[src/rtl/micro_sequencer.sv]
// Micro-PC sequencer: next/jump/conditional/dispatch/spin/fetch microbranches plus retired count.
// Define MICRO_SEQUENCER_TRAP_EN to route unknown opcodes to TRAP_ADDR and raise a sticky illegal flag.
module micro_sequencer #(
  parameter int UPC_WIDTH  = 6,
  parameter int FETCH_ADDR = 0,
  parameter int TRAP_ADDR  = 2**UPC_WIDTH - 1
) (
  input  logic                 clk,
  input  logic                 reset,
  input  logic [2:0]           ubr,
  input  logic [UPC_WIDTH-1:0] ujmp,
  input  logic                 zero,
  input  logic                 busy,
  input  logic [6:0]           opcode,
  output logic [UPC_WIDTH-1:0] upc,
  output logic                 illegal,
  output logic [31:0]          instret
);

  localparam logic [2:0] BR_N  = 3'b000;
  localparam logic [2:0] BR_J  = 3'b001;
  localparam logic [2:0] BR_EZ = 3'b010;
  localparam logic [2:0] BR_NZ = 3'b011;
  localparam logic [2:0] BR_D  = 3'b100;
  localparam logic [2:0] BR_S  = 3'b101;
  localparam logic [2:0] BR_F  = 3'b110;

`ifdef MICRO_SEQUENCER_TRAP_EN
  localparam bit TRAP_EN = 1'b1;
`else
  localparam bit TRAP_EN = 1'b0;
`endif

  localparam logic [UPC_WIDTH-1:0] FETCH_UPC   = UPC_WIDTH'(FETCH_ADDR);
  localparam logic [UPC_WIDTH-1:0] ILLEGAL_UPC = TRAP_EN ? UPC_WIDTH'(TRAP_ADDR) : FETCH_UPC;

  logic [UPC_WIDTH-1:0] disp_upc;
  logic [UPC_WIDTH-1:0] upc_inc;
  logic [UPC_WIDTH-1:0] next_upc;

  // Unknown opcodes fall through to the trap routine (or back to fetch when trapping is off).
  always_comb begin
    disp_upc = ILLEGAL_UPC;
    case (opcode)
      7'b0000011: disp_upc = UPC_WIDTH'(8);
      7'b0100011: disp_upc = UPC_WIDTH'(12);
      7'b0010011: disp_upc = UPC_WIDTH'(16);
      7'b0110011: disp_upc = UPC_WIDTH'(20);
      7'b1100011: disp_upc = UPC_WIDTH'(24);
      7'b1101111: disp_upc = UPC_WIDTH'(32);
      7'b1100111: disp_upc = UPC_WIDTH'(36);
      7'b0110111: disp_upc = UPC_WIDTH'(40);
      7'b0010111: disp_upc = UPC_WIDTH'(44);
      default:    disp_upc = ILLEGAL_UPC;
    endcase
  end

  // Reserved encoding 111 shares the sequential default with N.
  always_comb begin
    upc_inc  = upc + UPC_WIDTH'(1);
    next_upc = upc_inc;
    case (ubr)
      BR_J:    next_upc = ujmp;
      BR_EZ:   if (zero)  next_upc = ujmp;
      BR_NZ:   if (!zero) next_upc = ujmp;
      BR_D:    next_upc = disp_upc;
      BR_S:    if (busy)  next_upc = upc;
      BR_F:    next_upc = FETCH_UPC;
      default: next_upc = upc_inc;
    endcase
  end

  always_ff @(posedge clk or posedge reset) begin
    if (reset) begin
      upc     <= FETCH_UPC;
      instret <= 32'd0;
    end else begin
      upc <= next_upc;
      if (ubr == BR_F)
        instret <= instret + 32'd1;
    end
  end

`ifdef MICRO_SEQUENCER_TRAP_EN
  logic illegal_q;

  function automatic logic is_known_opcode(input logic [6:0] op);
    case (op)
      7'b0000011, 7'b0100011, 7'b0010011, 7'b0110011, 7'b1100011,
      7'b1101111, 7'b1100111, 7'b0110111, 7'b0010111: is_known_opcode = 1'b1;
      default:                                          is_known_opcode = 1'b0;
    endcase
  endfunction

  // Sticky until reset so software can observe a trap after the routine returns to fetch.
  always_ff @(posedge clk or posedge reset) begin
    if (reset)
      illegal_q <= 1'b0;
    else if (ubr == BR_D && !is_known_opcode(opcode))
      illegal_q <= 1'b1;
  end

  assign illegal = illegal_q;
`else
  assign illegal = 1'b0;
`endif

endmodule

[config.mk]
export PLATFORM = sky130hd
export DESIGN_NAME = micro_sequencer
export DESIGN_NICKNAME = d
export VERILOG_FILES = /design/src/rtl/micro_sequencer.sv
export SDC_FILE = /design/constraint.sdc
export NUM_CORES = 1
export LEC_CHECK = 0
export CORE_MARGIN = 10
export CORE_UTILIZATION = 48
export CTS_CLUSTER_DIAMETER = 30
export DETAILED_ROUTE_END_ITERATION = 8
export MAX_ROUTING_LAYER = met4
export PLACE_DENSITY = 0.82
export REMOVE_ABC_BUFFERS = 1
export SYNTH_ARGS = -nofsm -noshare
export SYNTH_HDL_FRONTEND = slang
export SYNTH_SLANG_ARGS = --single-unit
[constraint.sdc]
create_clock -name clk -period 2.2 [get_ports clk]
set_input_delay 0.66 -clock clk [delete_from_list [all_inputs] [get_ports clk]]
set_output_delay 0.66 -clock clk [all_outputs]
set_load 0.1 [all_outputs]
## After elaboration in Yosys (flattened, before gate mapping)

Index checks and enable logic that the tools add are counted.

- Output and inout port bits: 39
- Register bits: 38
- Word-level logic and storage cells: 25
- Input bits: 20

- $add $sub $neg: 2
- Multiplexer cells: 5
- Eq/ne operators: 16

Operator list:

| operator | number |
|---|---|
| $pmux 6 s9 | 1 |
| $pmux 6 s6 | 1 |
| $add 32x1->32 const B | 1 |
| $eq 7x6->1 const B | 3 |
| $eq 7x7->1 const B | 3 |
| $mux 6 | 3 |
| $eq 7x5->1 const B | 2 |
| $eq 3x3->1 const B | 3 |
| $eq 7x2->1 const B | 1 |
| $add 6x1->6 const B | 1 |
| $eq 3x2->1 const B | 2 |
| $eq 3x1->1 const B | 1 |
| $ne 2x2->1 const B | 1 |

## Depth between registers and ports, before layout

- Depth after elaboration: 3
- Mapped depth: 5
- Mapped depth without buffers: 5

## Worst setup path after synthesis

No wires, ideal clock.

- Kind: reg-to-reg
- Start: reg instret[7]
- End: reg instret[21]
- Stages on the path, launching flop included: 5
- Library setup time: 159 ps
- Clock period less this slack: 2286 ps
- Path buffers: 0
- Slack: -86 ps
- Data required time: 2041 ps
- Arrival: 2128 ps
- Path through: dfrtp_1 > nand4_4 > nor4_4 > nand4_1 > xnor2_1

- Word-level cells in the longest chain between the ends: 1

Ends and longest elaborated chain:

| element | line | RTL |
|---|---|---|
| start: declaration | 17 | `output logic [31:0] instret` |
| start signal: assignment | 80 | `instret <= instret + 32'd1;` |
| $add 32x1->32 | 80 |  |

Every way passes these cells.
A chain may end at the register's enable or synchronous reset.

## Final worst setup path

- Start: in ubr[1]
- End: reg upc[5]

- Word-level cells in the longest chain between the ends: 2
- Elaborated cells on any way between the ends: 8
- Classes of those cells: eq/ne: 7; mux: 1

Ends and longest elaborated chain:

| element | line | RTL |
|---|---|---|
| start: declaration | 10 | `input logic [2:0] ubr,` |
| $eq 3x3->1, or another cell as far along | 62 | `case (ubr)` |
| $pmux 6 s6 or $ne 2x2->1 (tied branches) | - |  |
| end signal: assignment | 78 | `upc <= next_upc;` |
| end: declaration | 15 | `output logic [UPC_WIDTH-1:0] upc,` |

Parallel ways exist; a longest one is shown, timed or not.

==> impl_metrics.yaml <==
synth:
  ys_async_sr_fraction_pct: 100
  syn_inst: 203
  ys.flop_type: "dfrtp_1"
  synth_edf_count: 0
  synth_top_area_share_pct: 43.3
  ys_seq_area_share_pct: 43.3
  ys_ff_latch: 38
  synthTopCellsByArea: "dfrtp_1 (43%), xnor2_1 (11%), nand4_1 (4.0%)"
  synth_top_area_cell: "dfrtp_1"
  netlist_area_um2: 2200
  yosysWarnings: 0
  syn_area_per_cell_um2: 10.8
  ys_types: 56
power:
  p_per_area_nw_per_um2: 734
  ir_drop_uv: 1310
  power_leakage_nw: 1.55
route:
  drtAntennaViolNets: 0
  dr.pass1.iters: 4
  drc: 0
  wl_um: 6320
  drtIter0Drc: 118
  wl_per_cell_um: 18.7
  vias_per_cell: 5.84
  via_count: 1979
sta:
  min_period_ns: 2.13
  tightest_slew_ns: 0.465
  maxSlewViolCount: 0
  fmax_mhz: 470
  max_slew_margin_pct: 68.2
  timing.final.crit_share_pct: 96.6
  finalHoldViolations: 0
  skew_ns: 0.00861
  setup_viol: 0
  whs_ns: 0.491
placed_design:
  placed_area_um2: 3340
  dp.final_hpwl_um: 4840
  placed_cells: 330
  globalplace.congestion: 0.915
  io_buffers: 57
worst_setup_path:
  critPathKind: "in -> reg"
  ff2ff_path_depth: 4
  worst_setup_path_start_kind: "input pin"
  arrival_ns: 2.31
  worst_ep_required_time_ns: 2.38
  crit_fanout: 8
  cp-end-kind: "flip-flop"
clock_tree:
  insertion_delay_ns: 0.30
  tritoncts: "built"
  numCtsBuffers: 5
  hold_buffers: 0
  cts_num_sinks: 38
  cts_root_buf: "clkbuf_8"
  clk_pin_slew_ns: 0.08
  htree_num_levels: 2
  cts_buffer_depth: 2
floorplanning:
  initial_core_util_pct: 50.1
  coreArea_um2: 4380
  row_count: 24
  io_pins: 59
  die_h_um: 87.6
  fp.dieW_um: 87.6
  die_area_um2: 7680
grt:
  grt_pass1_vias: 1952
  grt_max_degree: 39
  grt_usage_pct: 16.8
  overflow: 0
  antenna_found_initial: 0
  grt_pass1_wl_um: 9950
final_layout:
  multiInputGateArea_um2: 1190
  nFillCells: 259
  final_util_pct: 78.5
  n_antenna_cell: 0
  fin_nets: 308
  instances_no_fill: 339
  final-seq-area_um2: 951
  stdcell_area_um2: 3440
  syn2layout_area_growth_pct: 56.8
  drive_gt1_share_pct: 29.6
run:
  maxCapViolCount: 0
hold_path:
  hold_path_depth: 1
  min_path_type: "reg -> reg"
status:
  outcome: "complete, no violations"
## timing repair
| item | in CTS | in global routing |
|---|---|---|
| setup buffers | 0 | 1 |
| setup endpoints to repair | 0 | 7 |
| gates resized for setup | 0 | 1 |
## sequential cells by signal, indices dropped and copies added (netlist names)
register  flops
upc           6
instret      32
## worst paths after layout
path / start / end / slack (ns)
worst max register to register: instret[3] / instret[19] / 0.36
worst min-delay path: instret[31] / instret[31] / 0.49
worst min register to register: instret[31] / instret[31] / 0.49
worst max-delay path: ubr[1] / upc[5] / 0.07
min in group asynchronous: reset / instret[10] / 0.78
max in group asynchronous: reset / instret[28] / 1.08
## cell usage after synthesis (4+ instances only)
cell,instances
nor2_1,8
xnor2_1,28
nand2_1,6
nor4_4,4
nand4_1,14
inv_1,6
nand3_1,14
and3_1,8
dfrtp_1,38
a21oi_1,4
xor2_1,6
## layout by cell type, fill, tap and decap left out, types with 8 or more instances in the layout
master / instances
dfrtp_1: 38
buf_12: 37
xnor2_1: 28
buf_4: 26
clkdlybuf4s50_1: 19
nand4_1: 14
nand3_1: 14
nor2_1: 8
and3_1: 8
## metal layers
| metal | wire, µm | vias to the layer above | global-route usage, % |
|---|---|---|---|
| li1 | - | 916 | - |
| met1 | 2540 | 992 | 18.8 |
| met2 | 3270 | 60 | 27.4 |
| met3 | 382 | 11 | 5.20 |
| met4 | 134 | 0 | 6.09 |
| met5 | 0 | - | - |
## through the flow
step | setup slack (ns) | total power, W | TNS [ns]
global placement | -0.221 | 0.00201 | -4.23
finish | 0.0741 | 0.00253 | 0
global route | -0.00217 | 0.00260 | -0.00217
CTS | 0.00770 | 0.00252 | 0
floorplan | -0.0863 | 0.00155 | -0.827
detailed placement | -0.283 | 0.00202 | -5.18
## area by class of cell
cell class	instances	share of cell area, %
clock buffers	7	2.51
well taps	52	1.89
flip-flops and latches	38	27.6
clock inverters	1	0.145
inverters	6	0.654
repair buffers	82	32.7
multi-input cells	153	34.5
## worst max-delay path: stages
cell and delay (ns):
clkdlybuf4s50_1 0.65, buf_4 0.19, a21oi_2 0.07, xnor2_1 0.31, o21ai_0 0.15, a22o_1 0.27
## logic make-up after synthesis
logic type                 share of synthesized area, %
other                                             0.171
and+or+nand+nor                                    28.1
muxes                                             0.513
xor gates and xnor gates                           13.6
buffers and inverters                              2.91
AOI/OAI and AO/OA                                  10.3
DFF                                                43.3
adders and majority gates                          1.14
## where the power goes
group,internal (W),switching (W),total [W]
Clock,0.000253,0.000249,0.000502
Combinational,0.000417,0.000693,0.00111
Sequential,0.000764,0.000150,0.000914
No activity file was read; power rests on OpenSTA's default activity.
